$ cat src/rtl/uart_ctrl_pkg.sv
// Shared definitions for the UART block transmit controller: FSM encoding,
// header byte and gap-counter width.
package uart_ctrl_pkg;

  localparam logic [2:0] ST_IDLE      = 3'd0;
  localparam logic [2:0] ST_SEND      = 3'd1;
  localparam logic [2:0] ST_WAIT_DONE = 3'd2;
  localparam logic [2:0] ST_GAP       = 3'd3;
  localparam logic [2:0] ST_FINISH    = 3'd4;

  typedef enum logic [2:0] {
    IDLE      = ST_IDLE,
    SEND      = ST_SEND,
    WAIT_DONE = ST_WAIT_DONE,
    GAP       = ST_GAP,
    FINISH    = ST_FINISH
  } state_t;

  localparam logic [7:0] HEADER_BYTE = 8'hA5;

  // Wide enough for GAP_CYCLES up to 1023.
  localparam int GAP_W = 10;

endpackage

$ cat src/rtl/edge_detect_rise.sv
// Rising-edge detector: one-clock pulse when d goes 0->1 relative to its
// registered previous value.
module edge_detect_rise (
  input  logic clk,
  input  logic rst_n,
  input  logic d,
  output logic rise
);

  logic d_q;

  always_ff @(posedge clk or negedge rst_n) begin
    if (!rst_n) d_q <= 1'b0;
    else        d_q <= d;
  end

  assign rise = d & ~d_q;

endmodule

$ cat src/rtl/uart_tx_block_ctrl.sv
// Feeds a multi-byte block to a byte-wide UART transmitter, one strobe per
// byte. Define UART_TX_HEADER_EN to prefix every block with header byte 0xA5.
module uart_tx_block_ctrl
  import uart_ctrl_pkg::*;
#(
  parameter int NUM_BYTES  = 16,
  parameter int MSB_FIRST  = 1,
  parameter int GAP_CYCLES = 0
) (
  input  logic                   CLK,
  input  logic                   RST_N,
  input  logic                   Blk_Valid_in,
  input  logic [8*NUM_BYTES-1:0] Blk_Data_in,
  output logic                   Blk_Ready_out,
  input  logic                   Tx_Active_in,
  input  logic                   Tx_Done_in,
  output logic                   Tx_DV_out,
  output logic [7:0]             Tx_Byte_out,
  output logic                   Busy_out,
  output logic                   Blk_Done_out
);

  localparam int IDX_W  = $clog2(NUM_BYTES);
  localparam int DATA_W = 8*NUM_BYTES;
  localparam logic [IDX_W-1:0] LAST_IDX = IDX_W'(NUM_BYTES-1);
  localparam logic [GAP_W-1:0] GAP_LAST = GAP_W'((GAP_CYCLES > 0) ? GAP_CYCLES-1 : 0);

  state_t             state_q, state_d;
  logic [DATA_W-1:0]  blk_q;
  logic [IDX_W-1:0]   idx_q;
  logic [IDX_W-1:0]   pos;
  logic [GAP_W-1:0]   gap_q;
  logic [7:0]         byte_q;
  logic [7:0]         pay_byte;
  logic [7:0]         cur_byte;
  logic               done_rise;
  logic               accept;
  logic               strobe;
  logic               byte_done;
  logic               last_byte;

  // Only a fresh Done edge counts, so a two-clock Done completes one byte.
  edge_detect_rise u_done_edge (
    .clk   (CLK),
    .rst_n (RST_N),
    .d     (Tx_Done_in),
    .rise  (done_rise)
  );

  assign pos = (MSB_FIRST != 0) ? (LAST_IDX - idx_q) : idx_q;

  always_comb begin
    pay_byte = 8'h00;
    for (int k = 0; k < NUM_BYTES; k++)
      if (pos == IDX_W'(k)) pay_byte = blk_q[8*k +: 8];
  end

`ifdef UART_TX_HEADER_EN
  logic hdr_q;
  assign cur_byte  = hdr_q ? HEADER_BYTE : pay_byte;
  assign last_byte = !hdr_q && (idx_q == LAST_IDX);
`else
  assign cur_byte  = pay_byte;
  assign last_byte = (idx_q == LAST_IDX);
`endif

  assign accept      = Blk_Valid_in && (state_q == IDLE);
  assign Tx_Byte_out = strobe ? cur_byte : byte_q;

  always_comb begin
    state_d       = state_q;
    strobe        = 1'b0;
    byte_done     = 1'b0;
    Tx_DV_out     = 1'b0;
    Blk_Ready_out = (state_q == IDLE);
    Busy_out      = (state_q != IDLE);
    Blk_Done_out  = (state_q == FINISH);
    case (state_q)
      IDLE:      if (Blk_Valid_in) state_d = SEND;
      SEND: begin
        if (!Tx_Active_in && !Tx_Done_in) begin
          strobe    = 1'b1;
          Tx_DV_out = 1'b1;
          state_d   = WAIT_DONE;
        end
      end
      WAIT_DONE: begin
        if (done_rise) begin
          byte_done = 1'b1;
          if (last_byte)           state_d = FINISH;
          else if (GAP_CYCLES > 0) state_d = GAP;
          else                     state_d = SEND;
        end
      end
      GAP:       if (gap_q == GAP_LAST) state_d = SEND;
      FINISH:    state_d = IDLE;
      default:   state_d = IDLE;
    endcase
  end

  always_ff @(posedge CLK or negedge RST_N) begin
    if (!RST_N) begin
      state_q <= IDLE;
      blk_q   <= '0;
      idx_q   <= '0;
      gap_q   <= '0;
      byte_q  <= 8'h00;
`ifdef UART_TX_HEADER_EN
      hdr_q   <= 1'b0;
`endif
    end else begin
      state_q <= state_d;
      if (accept) begin
        blk_q <= Blk_Data_in;
        idx_q <= '0;
`ifdef UART_TX_HEADER_EN
        hdr_q <= 1'b1;
`endif
      end
      if (strobe) byte_q <= cur_byte;
      if (byte_done && !last_byte) begin
`ifdef UART_TX_HEADER_EN
        if (hdr_q) hdr_q <= 1'b0;
        else       idx_q <= idx_q + IDX_W'(1);
`else
        idx_q <= idx_q + IDX_W'(1);
`endif
      end
      if (state_q == GAP) gap_q <= (gap_q == GAP_LAST) ? '0 : gap_q + GAP_W'(1);
    end
  end

endmodule

$ cat config.mk
export PLATFORM = sky130hd
export DESIGN_NAME = uart_tx_block_ctrl
export DESIGN_NICKNAME = d
export VERILOG_FILES = /design/src/rtl/uart_ctrl_pkg.sv /design/src/rtl/edge_detect_rise.sv /design/src/rtl/uart_tx_block_ctrl.sv
export SDC_FILE = /design/constraint.sdc
export NUM_CORES = 1
export LEC_CHECK = 0
export BUFFER_PORTS_ARGS = -buffer_cell sky130_fd_sc_hd__buf_2
export CAP_MARGIN = 20
export CORE_MARGIN = 2
export CORE_UTILIZATION = 50
export CTS_CLUSTER_SIZE = 10
export DETAILED_ROUTE_END_ITERATION = 8
export PLACE_DENSITY_LB_ADDON = 0.05
export SYNTH_ARGS = -nofsm -noshare
export SYNTH_HDL_FRONTEND = slang
export SYNTH_SLANG_ARGS = --single-unit
$ cat constraint.sdc
create_clock -name CLK -period 5.3 [get_ports CLK]
set_input_delay 1.06 -clock CLK [delete_from_list [all_inputs] [get_ports CLK]]
set_output_delay 1.06 -clock CLK [all_outputs]
set_load 0.1 [all_outputs]
==> results_dict.tcl <==
set metrics [dict create \
    fin_ws_ns 0.5965 \
    synth-xor-area-share 0.004840 \
    syn_avg_cell_area_um2 8.329 \
    diodes 0 \
    yosysSeqAreaShare 0.5324 \
    synth_most_common_cell "nand2_1" \
    die_area_um2 15450 \
    worstPathMaxFanout 17 \
    chipWidth_um 124.3 \
    syn_nets 1008 \
    nFillCells 1319 \
    endpoint_kind "primary output" \
    cts_buffers 17 \
    cts_resized 0 \
    clock_sinks 154 \
    vias_per_cell 5.366 \
    worst_setup_path_start_kind "flop" \
    grt.total_usage 0.2527 \
    drtPass1Iterations 5 \
    path_class "flop to primary output" \
    rsz0062_at_grt "no" \
    htree_num_levels 4 \
    hold_start "blk_q[98]$_DFFE_PN0P_" \
    yosysTopAreaCell "dfrtp_1" \
    drcViolationCount 0 \
    die_h_um 124.3 \
    cts_max_path_buffers 2 \
    power_leakage_nw 4.516 \
    syn_to_final_growth_pct 19.45 \
    period_share 0.8874 \
    ys_top_cells_by_area "dfrtp_1 53%, nand2_1 21%, a221o_1 3.0%" \
    holdWs_ns 0.4775 \
    synth.distinct_cells 46 \
    p_sw_frac 0.3220 \
    root_buffer "clkbuf_16" \
    ys_seq_elements 154 \
    synth_compound_area_frac 0.1329 \
    synthAdderAreaFrac 0.01037 \
    ant_nets 0 \
    power_frac_comb 0.212 \
    report.final.hold_viol_count 0 \
    status "finished clean" \
    globalplace.congestion 0.9088 \
    setup_tns_ns 0 \
    p_switching_mw 1.304 \
    crit_chain "inv_1, ha_1, inv_1, and3_1, a221o_1, a211oi_1, o31a_1, buf_2" \
    path_common_cell "inv_1" \
    cp.arrival_ns 3.64 \
    worst_clock_skew_ns 0.01587 \
    fmax_ghz 0.2126 \
    grt_max_degree 98 \
    clkSlewWorstSetupHoldPaths_ns 0.06 \
    cp.required_ns 4.24 \
    cts_setup_buffers 0 \
    register_area_um2 3854 \
    tightestPinTransition_ns 1.009 \
    p_clk_frac 0.311 \
    synth_common_cells "412 x nand2_1, 154 x dfrtp_1, 46 x clkbuf_1, 35 x nor2_1, 27 x o21ai_0" \
    synth.top_cell.area_share 0.5324 \
    nets 1124 \
    slew_violations 0 \
    crit_slowest_cell "ha_1" \
    min-delay-path-class "flop to flop" \
    synth_top_family_by_area "simple AND/OR/NAND/NOR gates" \
    grt_overflow 0 \
    seqPwrFrac 0.477 \
    first_iter_violations 468 \
    io_buffers 144 \
    fp.coreArea_um2 13990 \
    r2r-start "idx_q[0]$_DFFE_PN0P_" \
    ctsHoldBuffers 0 \
    antenna_found_initial 0 \
    cap_violations 0 \
    start_util 0.5174 \
    synth_cells 869 \
    num_io_pins 145 \
    max_stage_delay_ns 0.54 \
    synth_ff_type "dfrtp_1" \
    post-place-ws_ns 0.9058 \
    multi_input_area_um2 3109 \
    grt_pass1_vias 6243 \
    clk_latency_ns 0.44 \
    synth_edf_count 0 \
    p_per_area_nw_per_um2 468.2 \
    yosys_warnings 0 \
    synth_simple_gate_area_frac 0.2780 \
    grt_pass1_wl_mm 31.26 \
    muxShareOfSynthArea 0.001383 \
    dp_hpwl_mm 13.12 \
    p_int_mw 2.744 \
    drive_gt1_frac 0.1856 \
    crit_path_start "idx_q[0]$_DFFE_PN0P_" \
    routedWlPerCell_um 16.18 \
    finalSetupViolations 0 \
    synthesis.area_um2 7238 \
    async_reset_ff_frac 1.000 \
    routed_wl_mm 19.04 \
    routed-via-count 6316 \
    cts_tree "done" \
    layout_min_cycle_time_ns 4.703 \
    slew_headroom 0.3274 \
    vdd_drop_max_mv 0.2590 \
    rows 43 \
]
==> state kept, by name (all words and copies together), names as in the netlist <==
signal	count
blk_q	128
byte_q	8
gap_q	10
idx_q	4
state_q	3
u_done_edge.d_q	1
==> area by class of cell <==
class,count,area share
clock inverters,7,0.01302
clock buffers,24,0.05803
repair buffers,152,0.09103
multi-input cells,645,0.3596
inverters,15,0.006512
well taps,180,0.02605
flip-flops and latches,154,0.4457
==> worst max-delay path: cells and delay by family (launching register included) <==
kind / cells / cell delay, ns
AO/OA/AOI/OAI: 3 / 0.96
adder cells (fa/ha/maj): 1 / 0.54
buffers and inverters: 3 / 0.95
AND/OR/NAND/NOR: 1 / 0.33
flip-flops: 1 / 0.42
==> kinds of logic after synthesis <==
group | count (synthesis)
buffers and inverters | 70
AO/OA/AOI/OAI | 132
AND/OR/NAND/NOR | 502
flip-flops | 154
multiplexers | 1
XOR/XNOR | 4
adder cells (fa/ha/maj) | 6
==> layout by cell type (no fill, tap or decap), types with 3 or more instances in the layout <==
cell type	instances
a211oi_1	8
a21oi_1	8
a221o_1	22
a221oi_1	8
a22oi_1	16
and3_1	4
buf_2	143
buf_4	8
bufinv_16	3
clkbuf_16	17
clkbuf_8	5
clkinv_2	3
dfrtp_1	154
ha_1	6
inv_1	15
nand2_1	411
nand2b_1	14
nand3_1	14
nor2_1	35
nor2b_1	3
nor3_1	7
o21ai_0	27
o22ai_1	22
o31a_1	7
==> worst paths after layout <==
path / cells past startpoint / slack [ns] / end
max in group asynchronous: 2 / 3.55 / blk_q[74]$_DFFE_PN0P_
max: 8 / 0.60 / Tx_Byte_out[2]
min: 2 / 0.48 / blk_q[98]$_DFFE_PN0P_
min in group asynchronous: 1 / 0.68 / blk_q[101]$_DFFE_PN0P_
min reg2reg: 2 / 0.48 / blk_q[98]$_DFFE_PN0P_
max reg2reg: 7 / 2.39 / byte_q[2]$_DFF_PN0_
==> metal layers <==
metal  vias to the layer above  global-route usage  share of wire
met2                       179              0.3967           0.47
met4                         0             0.06940          0.015
li1                       3105                   -              -
met1                      3008              0.3548           0.46
met3                        24             0.05885          0.052
met5                         -                   0              0
==> through the flow <==
step | instances | area (µm²) | utilization | power [mW]
CTS | 1177 | 8646 | 0.6181 | 4.073
detailed placement | 1146 | 8031 | 0.5742 | 2.793
global placement | 1146 | 8031 | 0.5742 | 2.769
finish | 1177 | 8646 | 0.6181 | 4.048
global route | 1177 | 8646 | 0.6181 | 4.289
floorplan | 869 | 7243 | - | 2.477
==> power by group through the flow <==
stage	Clock (mW)	Combinational, mW	Sequential (mW)
after floorplan	0	0.666	1.81
after global placement	0	0.827	1.94
after detailed placement	0	0.856	1.94
after CTS	1.28	0.869	1.93
after global routing	1.32	0.994	1.97
final	1.26	0.859	1.93
Note: power is estimated with default switching activity, not from simulation.
